### src/rtl/pc_stack_unit_if.sv
// Sequencing request/response bundle between the instruction controller (master) and the PC/return-stack unit (slave).
interface pc_stack_unit_if #(
  parameter int ADDR_W = 12,
  parameter int DEPTH  = 8,
  parameter int OFF_W  = 8
);
  localparam int CNT_W = $clog2(DEPTH) + 1;

  logic              enablePC;
  logic [1:0]        selectAdress;
  logic              push;
  logic              pop;
  logic              RET;
  logic [ADDR_W-1:0] Adress;
  logic [OFF_W-1:0]  branchOffset;

  logic [ADDR_W-1:0] PC;
  logic [ADDR_W-1:0] stackTop;
  logic [CNT_W-1:0]  stackCount;
  logic              stackFull;
  logic              stackEmpty;
  logic              overflow;
  logic              underflow;

  modport master (
    output enablePC, selectAdress, push, pop, RET, Adress, branchOffset,
    input  PC, stackTop, stackCount, stackFull, stackEmpty, overflow, underflow
  );

  modport slave (
    input  enablePC, selectAdress, push, pop, RET, Adress, branchOffset,
    output PC, stackTop, stackCount, stackFull, stackEmpty, overflow, underflow
  );
endinterface

### src/rtl/pc_stack_unit.sv
// Program-counter sequencer with a LIFO return-address stack; PC/stack update one cycle after a request.
// No backpressure: enablePC low freezes all state, sticky overflow/underflow never stall sequencing.
module pc_stack_unit #(
  parameter int ADDR_W = 12,
  parameter int DEPTH  = 8,
  parameter int OFF_W  = 8
) (
  input logic           clock,
  input logic           reset,
  pc_stack_unit_if.slave bus
);
  localparam int PTR_W = $clog2(DEPTH);
  localparam int CNT_W = PTR_W + 1;

  logic [ADDR_W-1:0] r_pc;
  logic [CNT_W-1:0]  r_cnt;
  logic              r_ovf;
  logic              r_unf;
  logic [ADDR_W-1:0] r_mem [DEPTH];

  logic              w_full;
  logic              w_empty;
  logic [PTR_W-1:0]  w_top_idx;
  logic [PTR_W-1:0]  w_wr_idx;
  logic [ADDR_W-1:0] w_top;
  logic [ADDR_W-1:0] w_pc_inc;
  logic [ADDR_W-1:0] w_off_ext;
  logic [ADDR_W-1:0] w_br_target;
  logic              w_jump;
  logic              w_call_wr;

  assign w_full      = (r_cnt == CNT_W'(DEPTH));
  assign w_empty     = (r_cnt == '0);
  assign w_top_idx   = PTR_W'(r_cnt - CNT_W'(1));
  assign w_wr_idx    = r_cnt[PTR_W-1:0];
  assign w_top       = w_empty ? '0 : r_mem[w_top_idx];
  assign w_pc_inc    = r_pc + ADDR_W'(1);
  assign w_off_ext   = ADDR_W'($signed(bus.branchOffset));
  assign w_br_target = w_pc_inc + w_off_ext;

  // A pop in the same cycle suppresses any jump and therefore any push.
  assign w_jump    = bus.enablePC && !bus.pop && (bus.selectAdress == 2'b10);
  assign w_call_wr = !reset && w_jump && bus.push && !w_full;

  always_ff @(posedge clock) begin
    if (reset) begin
      r_pc  <= '0;
      r_cnt <= '0;
      r_ovf <= 1'b0;
      r_unf <= 1'b0;
    end else if (bus.enablePC) begin
      if (bus.pop) begin
        if (w_empty) begin
          r_unf <= 1'b1;
          r_pc  <= w_pc_inc;
        end else begin
          r_cnt <= r_cnt - CNT_W'(1);
          r_pc  <= bus.RET ? w_top : w_pc_inc;
        end
      end else begin
        unique case (bus.selectAdress)
          2'b10: begin
            r_pc <= bus.Adress;
            if (bus.push) begin
              if (w_full) r_ovf <= 1'b1;
              else        r_cnt <= r_cnt + CNT_W'(1);
            end
          end
          2'b01:   r_pc <= w_br_target;
          default: r_pc <= w_pc_inc;
        endcase
      end
    end
  end

  // Stack RAM needs no reset: entries above the count are unreachable.
  always_ff @(posedge clock) begin
    if (w_call_wr) r_mem[w_wr_idx] <= w_pc_inc;
  end

  assign bus.PC         = r_pc;
  assign bus.stackTop   = w_top;
  assign bus.stackCount = r_cnt;
  assign bus.stackFull  = w_full;
  assign bus.stackEmpty = w_empty;
  assign bus.overflow   = r_ovf;
  assign bus.underflow  = r_unf;
endmodule

### src/flat_wrapper.sv
// flat-port wrapper written by rule: the top's interface ports become plain ports
module pc_stack_unit_flat 
#(
  parameter int ADDR_W = 12,
  parameter int DEPTH  = 8,
  parameter int OFF_W  = 8
)
  (clock, reset, bus_enablePC, bus_selectAdress, bus_push, bus_pop, bus_RET, bus_Adress, bus_branchOffset, bus_PC, bus_stackTop, bus_stackCount, bus_stackFull, bus_stackEmpty, bus_overflow, bus_underflow);
  pc_stack_unit_if #(.ADDR_W(ADDR_W), .DEPTH(DEPTH), .OFF_W(OFF_W)) bus_i ();
  input logic clock;
  input logic reset;
  input wire logic [$bits(bus_i.enablePC)-1:0] bus_enablePC;
  input wire logic [$bits(bus_i.selectAdress)-1:0] bus_selectAdress;
  input wire logic [$bits(bus_i.push)-1:0] bus_push;
  input wire logic [$bits(bus_i.pop)-1:0] bus_pop;
  input wire logic [$bits(bus_i.RET)-1:0] bus_RET;
  input wire logic [$bits(bus_i.Adress)-1:0] bus_Adress;
  input wire logic [$bits(bus_i.branchOffset)-1:0] bus_branchOffset;
  output wire logic [$bits(bus_i.PC)-1:0] bus_PC;
  output wire logic [$bits(bus_i.stackTop)-1:0] bus_stackTop;
  output wire logic [$bits(bus_i.stackCount)-1:0] bus_stackCount;
  output wire logic [$bits(bus_i.stackFull)-1:0] bus_stackFull;
  output wire logic [$bits(bus_i.stackEmpty)-1:0] bus_stackEmpty;
  output wire logic [$bits(bus_i.overflow)-1:0] bus_overflow;
  output wire logic [$bits(bus_i.underflow)-1:0] bus_underflow;
  assign bus_i.enablePC = bus_enablePC;
  assign bus_i.selectAdress = bus_selectAdress;
  assign bus_i.push = bus_push;
  assign bus_i.pop = bus_pop;
  assign bus_i.RET = bus_RET;
  assign bus_i.Adress = bus_Adress;
  assign bus_i.branchOffset = bus_branchOffset;
  assign bus_PC = bus_i.PC;
  assign bus_stackTop = bus_i.stackTop;
  assign bus_stackCount = bus_i.stackCount;
  assign bus_stackFull = bus_i.stackFull;
  assign bus_stackEmpty = bus_i.stackEmpty;
  assign bus_overflow = bus_i.overflow;
  assign bus_underflow = bus_i.underflow;
  pc_stack_unit #(.ADDR_W(ADDR_W), .DEPTH(DEPTH), .OFF_W(OFF_W)) u_core (.clock(clock), .reset(reset), .bus(bus_i));
endmodule
### config.mk
export PLATFORM = sky130hd
export DESIGN_NAME = pc_stack_unit_flat
export DESIGN_NICKNAME = d
export VERILOG_FILES = /design/src/rtl/pc_stack_unit_if.sv /design/src/rtl/pc_stack_unit.sv /design/src/flat_wrapper.sv
export SDC_FILE = /design/constraint.sdc
export NUM_CORES = 1
export LEC_CHECK = 0
export ABC_AREA = 0
export CORE_MARGIN = 2
export CORE_UTILIZATION = 45
export DETAILED_ROUTE_END_ITERATION = 12
export PLACE_DENSITY = 0.77
export SETUP_SLACK_MARGIN = 0.02
export SYNTH_ARGS = -nofsm -noshare
export SYNTH_HDL_FRONTEND = slang
export SYNTH_SLANG_ARGS = --single-unit
export TNS_END_PERCENT = 30
### constraint.sdc
create_clock -name clock -period 2.7 [get_ports clock]
set_input_delay 0.27 -clock clock [delete_from_list [all_inputs] [get_ports clock]]
set_output_delay 0.27 -clock clock [all_outputs]
set_load 0.05 [all_outputs]
Yosys cells after proc, flatten, opt, wreduce, memory -nomap -nowiden
Memories as Yosys holds them, arrays and structs flattened.
Index checks and enable logic that the tools add are counted.
Word-level totals
  flip-flop bits (word level): 18
  bits in latches: 0
  bits in writable memories: 96
  bits in read-only memories: 0
  input bits: 28
  output and inout bits: 32
  word-level logic and storage cells: 41
  memories kept: 1
Memories
  u_core.r_mem: words 8, width 12, read ports 1, clocked after memory_dff 0, wr ports 1, RTL line pc_stack_unit.sv:19  | logic [ADDR_W-1:0] r_mem [DEPTH];
Cells by class
  add/sub/neg operators: 4
  multiply operators: 0
  divide/modulo/power cells: 0
  order comparisons: 0
  equal/unequal tests: 5
  shift-type cells: 0
  muxes and demuxes: 12
  bitwise operators: 1
  reductions and logical operators: 14
Operators by type and width (number)
  two-way mux 12 bit: 4
  case mux 12 bit (2 select lines): 1
  two-way mux 4 bit: 5
  adder 12 x 1 -> 12 bit (second input constant): 1
  adder 12 bit: 1
  AND reduction 5 bit: 2
  logical AND 1 bit: 5
  adder 4 x 1 -> 4 bit (second input constant): 1
  == test 4 bit (second input constant): 1
  zero test 4 bit: 1
  != test 2 bit (second input constant): 2
  nonzero test 2 bit: 2
  subtractor 4 x 1 -> 4 bit (second input constant): 1
  zero test 1 bit: 3
  AND reduction 3 bit: 1
  == test 2 x 1 -> 1 bit (second input constant): 1
  == test 2 bit (second input constant): 1
  two-way mux 1 bit: 2
  NOT 1 bit: 1

Longest topological paths before layout
Gate-level depths: netlist (run 1).
  depth in word-level cells: 8
  gate-level depth with buffers: 12
  depth with buffers taken out: 12

Worst setup path before layout (run 1)
OpenSTA, ideal clock, no wires.
  kind: flip-flop to flip-flop
  start: reg u_core.r_cnt[0], in the netlist u_core.bus.stackCount[0]
  end: mem u_core.r_mem[1][0] (enable)
  setup time: 396 ps
  arrival time: 3137 ps
  required time: 2304 ps
  path slack: -834 ps
  stages on the path, launching flop included: 9
  buffers on the path: 2
  period minus slack after synthesis: 3534 ps
  cell sequence: dfxtp_1 buf_6 buf_2 inv_2 ha_1 and3b_2 nor3_1 nand2_1 nor3_1
Between the ends
  cells in the longest elaborated chain, start to end: 5
RTL lines
  start, declared: RTL line pc_stack_unit.sv:16  | logic [CNT_W-1:0] r_cnt;
  start signal, assigned: RTL line pc_stack_unit.sv:57  | r_cnt <= r_cnt - CNT_W'(1);
  start signal, assigned: RTL line pc_stack_unit.sv:66  | else r_cnt <= r_cnt + CNT_W'(1);
  == test 4 bit: RTL line pc_stack_unit.sv:32  | assign w_full = (r_cnt == CNT_W'(DEPTH));
  net bus_stackFull: RTL line flat_wrapper.sv:22  | output wire logic [$bits(bus_i.stackFull)-1:0] bus_stackFull;
  zero test 1 bit: RTL line pc_stack_unit.sv:43  | assign w_call_wr = !reset && w_jump && bus.push && !w_full;
  logical AND 1 bit: RTL line pc_stack_unit.sv:43
  two-way mux 1 bit: RTL line pc_stack_unit.sv:78  | if (w_call_wr) r_mem[w_wr_idx] <= w_pc_inc;
  two-way mux 1 bit (not written as such): RTL line pc_stack_unit.sv:78
  end, declared: RTL line pc_stack_unit.sv:19
The timed path passes the listed nets, and every way through them passes these cells.

Worst setup path after layout (run 1)
  start: reg u_core.r_cnt[0], in the netlist u_core.bus.stackCount[0]
  end: out bus_stackTop[4]
Between the ends
  cells in the longest elaborated chain, start to end: 3
  elaborated cells on any way between the ends: 4
  those cells by class: add/sub (1); mux (1); reduce/logical (1); memory (1)
RTL lines
  subtractor 4 x 1 -> 4 bit: RTL line pc_stack_unit.sv:34  | assign w_top_idx = PTR_W'(r_cnt - CNT_W'(1));
  memory read (8 x 12 bit)
  two-way mux 12 bit (*): RTL line pc_stack_unit.sv:36  | assign w_top = w_empty ? '0 : r_mem[w_top_idx];
  end, declared: RTL line flat_wrapper.sv:20  | output wire logic [$bits(bus_i.stackTop)-1:0] bus_stackTop;
Every way passes the cells marked *; elsewhere a longest branch is shown, timed or not.

==> metrics.md, run 1 <==
| Metric | Value |
|---|---|
| Worst-margin pin slew | around 0.63 ns |
| DR iter-0 viols | 327 |
| Antenna violations before repair | 0 |
| First-pass GRT wire length | 23400 µm |
| P_leak | ~0.0028 µW |
| CTS buffer count | 17 |
| Pwr dens | about 730 mW/mm² |
| Io pins | 60 |
| DRC | 0 |
| Die ar. | 0.01375 mm² |
| Post-route setup slack | between 0.1 and 0.15 ns |
| Max IR drop VDD | slightly below 500 µV |
| Post-synthesis simple-gate area fraction | 0.1082 |
| Drt total wl | between 15000 and 20000 µm |
| Seq/Total Area, Yosys | 0.5620 |
| Worst setup SP type | register |
| # setup viols final | 0 |
| Tcrit/Tclk final | 0.9627 |
| CP max stage cell | mux4_2 |
| Worst hold path type | register to register |
| Tot GR Track Use | 0.2367 |
| Clock root cell | clkbuf_16 |
| Max-cap violations | 0 |
| Vias post-DR | approximately 4100 |
| Synth top area cells | edfxtp_1, mux4_2, dfxtp_1 |
| Worst EP required | around 2.4 ns |
| Post-DRT Antenna Nets | 0 |
| Post-Synthesis Cells | 432 |
| YS warnings | 0 |
| Synth top cells by count | edfxtp_1, nor2_1, nand2_1 |
| Drt first pass iters | 7 |
| Core area | approximately 0.013 mm² |
| Slew HR | 0.5783 |
| Worst-path clk slew | roughly 0.05 ns |
| Worst Path Buf+Inv | 4 |
| Post-Layout Cell Count | a little over 700 |
| Main combinational cell family by area after synthesis | multiplexers |
| Cell area after synthesis | about 0.0058 mm² |
| Delay-heaviest family, CP | buffers and inverters |
| Placer congestion estimate | a little over 0.9 |
| Row count | 41 |
| Clock Sink Count | around 110 |
| Die height | about 120 µm |
| Mux cell area share after synthesis | 0.1234 |
| Arrival time worst endpoint | between 2 and 2.5 ns |
| PortBufs | 59 |
| Max Fclk | ~0.38 GHz |
| FFs w/ async S/R, synth | 0 |
| Fin. max-slew vios | 0 |
| Nets | ~590 |
| Delay of the slowest cell on the worst path | about 0.38 ns |
| Die X | between 100 and 150 µm |
| H-tree depth | 4 |
| Synth-to-layout area growth | 34.00% |
| Post-synth top flop | edfxtp_1 |
| Type of the worst setup path | register to output port |
| Clock Latency Late Sink | roughly 0.41 ns |
| Syn nets | 480 |
| Largest net degree at the start of global routing | 28 |
| Place WS | -0.01901 ns |
| Most common cell in the netlist | edfxtp_1 |
| Compound-Gate Fraction of Synth Area | 0.08803 |
| Crit path cell chain | inv_2, ha_1, buf_12, mux4_2, mux2i_4, buf_4, nor2_4, buf_4 |
| Hold Vio Cnt, Final | 0 |
| WL/cell | ~22 µm |
| Final HPWL DP | roughly 10000 µm |
| R2r startpoint | u_core.bus.PC[3]$_SDFFE_PP0P_ |
| Total gr overflow | 0 |
| Vias in the first global route | 4141 |
| Synth Area in Adders | 0.04467 |
| Synth Area in XOR/XNOR | 0.03794 |
| Final min period | 2.599 ns |
| Min-delay src | u_core.bus.overflow$_SDFFE_PP0P_ |
| Crit path max fanout | 25 |
| Starting Density | 0.4591 |
| Via-to-Cell Ratio | 5.746 |
| Critical path's most frequent cell | buf_4 |
| Synth area leader | edfxtp_1 |
| Synth Register Bits | between 100 and 150 |
| Max Root-Sink Buffers | 2 |
| TritonCTS clock tree | done |
| Setup Skew | approximately 0.0064 ns |
| Yosys cell types | 69 |
| Outcome | complete, no violations |
| Placed insts | about 700 |
| Diode count | 0 |
| Crit. End Element | output port |
| Post-Syn Area per Cell | 13.36 µm² |
| Post-synth EDFFs | between 90 and 100 |
| Top cell type's share of synthesized area | 0.4996 |
| Crit. Startpoint | u_core.bus.stackCount[0]$_SDFFE_PP0P_ |
| RSZ-0062 raised after global routing | true |
| Total Power | approximately 5700 µW |
| Layout cell share with drive strength beyond 1 | 0.3285 |
-- through the flow --
step,utilization,cell area [µm²],hold WS (ns),setup TNS [ns]
after global routing,0.6152,7732,0.5000,0
final,0.6152,7732,0.4789,0
after global placement,0.5575,7007,0.4558,0
after floorplan,-,5991,0.4874,0
after CTS,0.6086,7649,0.4862,0
after detailed placement,0.5575,7007,0.4693,-0.01901
-- final timing paths --
path | end | slack (ns) | depth (start not counted)
worst max-delay path | bus_stackTop[4] | 0.10 | 8
worst min-delay path | u_core.bus.overflow$_SDFFE_PP0P_ | 0.48 | 1
worst max register to register | u_core.bus.PC[10]$_SDFFE_PP0P_ | 0.13 | 11
worst min register to register | u_core.bus.overflow$_SDFFE_PP0P_ | 0.48 | 1
-- metal layers --
metal | part of all wire | wire length, µm | GRT usage | vias up
met5 | 0 | 0 | 0 | -
met4 | 0.026 | 410 | 0.07686 | 0
met3 | 0.066 | 1023 | 0.06797 | 37
met2 | 0.52 | 8126 | 0.3985 | 193
met1 | 0.38 | 5953 | 0.2959 | 2034
li1 | - | - | - | 1873
-- cells in the final DEF (no fill, tap or decap), types with 4 or more instances in the layout --
cell,instances
nand2_1,29
dfxtp_4,9
buf_12,5
a21oi_1,22
clkinv_2,4
mux2i_1,13
nor3_1,5
nor2_1,25
buf_4,55
nor2_2,8
clkbuf_16,17
xor2_1,7
xnor2_1,8
inv_1,15
a31oi_1,5
mux4_2,24
nor2_4,11
clkdlybuf4s50_1,46
bufinv_16,5
nand2b_1,4
xor2_2,6
edfxtp_1,96
nand3_1,9
ha_1,16
a211oi_1,4
a221oi_1,6
a221o_1,4
o21ai_0,7
dfxtp_1,6
-- power breakdown --
part	switching, µW	internal [µW]	total [µW]
combinational	778	545	1320
sequential	41.0	1950	2000
clock	754	1610	2360
-- registers in the layout (all words and copies together) (netlist names) --
signal and flops:
u_core.r_mem 96, u_core.bus.PC 12, u_core.bus.stackCount 4, u_core.bus.overflow 1, u_core.bus.underflow 1
-- worst reg2reg max path: cells and delay by family (launching register included) --
family | cells | cell delay, ns
flops | 1 | 0.40
buf+inv | 1 | 0.09
compound gates | 5 | 0.90
simple gates | 3 | 0.55
fa+ha+maj | 1 | 0.35
xor+xnor | 1 | 0.17
-- cells by family after synthesis --
kind of cell | after synthesis
simple gates | 121
flops | 114
compound gates | 75
mux | 41
buf+inv | 39
xor+xnor | 22
fa+ha+maj | 20
-- cell type report --
cell class | count | area (µm²)
clock buffers | 17 | 425.4
repair buffers | 107 | 984.7
fillers | 901 | 4836
inverters | 18 | 71.32
multi-input cells | 279 | 2562
well taps | 172 | 215.2
clock inverters | 13 | 192.7
flip-flops and latches | 114 | 3281
-- timing repair --
item | CTS | global route
setup buffers | 2 | 1
hold buffers | 0 | 0
pin swaps | 0 | 4
endpoints found under the setup margin | 8 | 11
resized for setup | 4 | 18
No activity file was read; power rests on OpenSTA's default activity.
==> run 2, diff against run 1 <==
Settings changed: CORE_ASPECT_RATIO from default to 1.2, DONT_BUFFER_PORTS from default to 1, PLACE_DENSITY 0.77 to 0.71.
==> run 2 against run 1 <==
  * Global-route usage down 0.38 points
  * Wire length is 2.1% lower
  * Clock skew up 0.00071 ns
  * Count of clock-buffer cells in the layout is 2 higher
  * Cell area fell by 5.0%
  * Combinational power is 5% lower
  * Cell count decreased by 5.6%
  * Via count shrank 2.2%
  * Die area barely moved
  * Clock power decreased by 3%
  * Largest power group unchanged
  * Highest routed layer unchanged
==> metrics.md, run 2 (synthesis results as in run 1) <==
| Metric | Value |
|---|---|
| PortBufs | 0 (-100%) |
| DRC | 0 (unchanged) |
| Int Pwr | 3977 µW (-3.2%) |
| Largest net degree at the start of global routing | 28 (unchanged) |
| # setup viols final | 0 (unchanged) |
| Worst hold path type | primary input to register |
| CTS buffer count | 17 (unchanged) |
| Clock share of power | 0.412 (-0.004) |
| Diode count | 0 (unchanged) |
| Synth-to-layout area growth | 27.23% |
| Arrival time worst endpoint | 2.95 ns (+0.62 ns) |
| Delay of the slowest cell on the worst path | 0.41 ns (+0.03 ns) |
| Hold WS | 0.02676 ns (-0.4521 ns) |
| TritonCTS clock tree | done |
| Min-delay src | bus_enablePC |
| Worst R2R Path Depth | 10 (-1) |
| Met3 Use GR | 0.06711 (-0.0008639) |
| Crit path cell chain | buf_4, inv_1, ha_1, fa_1, nand3_1, a21oi_1, o21ai_1, mux2_1, a221o_1, a31oi_1 |
| Fin. max-slew vios | 0 (unchanged) |
| Placer congestion estimate | 0.9369 (+1.3%) |
| Total gr overflow | 0 (unchanged) |
| Hold path depth | 2 (+1) |
| Setup Skew | 0.007065 ns (+0.0007069 ns) |
| Hold Crit Endpoint | u_core.bus.PC[4]$_SDFFE_PP0P_ |
| R2R Path End | u_core.bus.PC[8]$_SDFFE_PP0P_ |
| Gate power share | 0.226 (-0.007) |
| DR iter-0 viols | 340 (+4.0%) |
| WL/cell | 22.33 µm (+3.6%) |
| Largest register FFs | 96 (unchanged) |
| Switching share of power | 0.2808 (+0.003875) |
| P_leak | 0.002697 µW (-4.0%) |
| Clock root cell | clkbuf_16 |
| Final min period | 2.615 ns (+0.01592 ns) |
| Post-DRT Antenna Nets | 0 (unchanged) |
| Max Root-Sink Buffers | 2 (unchanged) |
| Nets | 551 (-5.8%) |
| Pwr dens | 753.2 mW/mm² (+2.5%) |
| Outcome | complete, no violations |
| Via-to-Cell Ratio | 5.947 (+3.5%) |
| Max Fclk | 0.3824 GHz (-0.61%) |
| Crit path max fanout | 9 (-64%) |
| GR Util met2 | 0.3939 (-0.004573) |
| Vias in the first global route | 4129 (-0.29%) |
| Grt peak-use layer | met2 |
| Die height | 128.1 µm (+9.2%) |
| Worst EP required | 3.04 ns (+0.61 ns) |
| Layout cell share with drive strength beyond 1 | 0.3605 (+0.03200) |
| Tcrit/Tclk final | 0.9686 (+0.005896) |
| Io pins | 60 (unchanged) |
| Largest register by flop count | u_core.r_mem |
| Commonest non-fill, non-tap cells in the layout | edfxtp_1, buf_4, nand2_1 |
| Slew HR | 0.5867 (+0.008347) |
| Vias post-DR | 4044 (-2.2%) |
| H-tree depth | 4 (unchanged) |
| Antenna violations before repair | 0 (unchanged) |
| Die X | 107.4 µm (-8.4%) |
| Type of the worst setup path | register to register |
| R2R setup slack | 0.08 ns (-0.05 ns) |
| Post-Layout Cell Count | 680 (-5.6%) |
| R2r startpoint | u_core.bus.PC[0]$_SDFFE_PP0P_ |
| Worst-margin pin slew | 0.6179 ns (-0.01456 ns) |
| Worst setup SP type | register |
| Clock Latency Late Sink | 0.41 ns (about the same) |
| Max-cap violations | 0 (unchanged) |
| Core area | 0.01261 mm² (+0.35%) |
| First-pass GRT wire length | 23310 µm (-0.41%) |
| P_sw | 1553 µW (-1.3%) |
| Clock Sink Count | 114 (unchanged) |
| Delay-heaviest family, CP | compound AO/OA/AOI/OAI gates |
| RSZ-0062 raised after global routing | true |
| Worst Path Buf+Inv | 2 (-2) |
| Seq pwr share | 0.362 (+0.011) |
| Drt first pass iters | 6 (-1) |
| Drt total wl | 15180 µm (-2.1%) |
| Starting Density | 0.4575 (-0.001594) |
| Hold Vio Cnt, Final | 0 (unchanged) |
| Worst-path clk slew | 0.06 ns (about the same) |
| Row count | 45 (+9.8%) |
| Max IR drop VDD | 459.4 µV (-4.5%) |
| Most common cell after layout, fill and taps aside | edfxtp_1 |
| CP max stage cell | fa_1 |
| Final HPWL DP | 10390 µm (+1.1%) |
| Grt met1 use | 0.2862 (-0.009666) |
| Crit. End Element | register |
| Placed insts | 644 (-6.3%) |
| Die ar. | 0.01375 mm² (about the same) |
| Tot GR Track Use | 0.2329 (-0.003764) |
[run 2: cell count changes in the layout (fill, tap and decap cells not counted), sizes merged]
cell,before,now
clkdlybuf4s50,46,0
buf,61,71
clkinv,6,9
clkbuf,17,19
clkinvlp,3,1
dlygate4sd3,0,2
bufinv,5,4
[run 2: timing repair]
action                     in CTS  in global routing
hold buffers                    2                  0
resized for setup               6                 15
pin swaps                       0                  1
hold endpoints to repair       13                  0
setup endpoints to repair       7                  8
setup buffers                   2                  0
[run 2: layer usage]
layer / part of all wire / routed length (µm)
met5: 0 / 0
met4: 0.031 / 466
met3: 0.076 / 1154
met2: 0.50 / 7646
met1: 0.39 / 5913
[run 2: power groups by stage]
| stage | combinational, µW | clock (µW) | sequential (µW) |
|---|---|---|---|
| final | 1250 | 2280 | 2000 |
| after global routing | 1320 | 2360 | 2000 |
| after CTS | 1220 | 2290 | 2000 |
| after detailed placement | 1170 | 0 | 2030 |
| after global placement | 1150 | 0 | 2030 |
| after floorplan | 745 | 0 | 2100 |
[run 2: cell type report]
type	instances	area [µm²]
clock buffer	19	432.9
multi-input combinational	279	2587
tap	164	205.2
clock inverter	13	166.4
timing repair buffer	73	603.1
sequential	114	3279
inverter	18	67.56
fill	985	5270
[run 2: worst max path at each step]
stage               cells past startpoint  slack [ns]                          start                        endpoint
floorplan                               9        0.01  u_core.bus.PC[0]$_SDFFE_PP0P_   u_core.bus.PC[8]$_SDFFE_PP0P_
global placement                       11        0.05  u_core.bus.PC[3]$_SDFFE_PP0P_  u_core.bus.PC[10]$_SDFFE_PP0P_
global route                           11       -0.06  u_core.bus.PC[0]$_SDFFE_PP0P_   u_core.bus.PC[8]$_SDFFE_PP0P_
detailed placement                     12       -0.02  u_core.bus.PC[0]$_SDFFE_PP0P_  u_core.bus.PC[10]$_SDFFE_PP0P_
finish                                 10        0.08  u_core.bus.PC[0]$_SDFFE_PP0P_   u_core.bus.PC[8]$_SDFFE_PP0P_
CTS                                    11        0.03  u_core.bus.PC[0]$_SDFFE_PP0P_   u_core.bus.PC[8]$_SDFFE_PP0P_
[run 2: stage by stage]
stage               worst slack [ns]  cell area, µm²  setup TNS, ns  power [µW]  utilization
floorplan                    0.01122            5991              0        2843            -
global placement             0.04571            6594              0        3187       0.5228
detailed placement          -0.02427            6594       -0.02427        3202       0.5228
CTS                          0.02908            7262              0        5509       0.5758
global route                -0.06123            7342       -0.08148        5688       0.5821
finish                       0.08480            7342              0        5530       0.5821
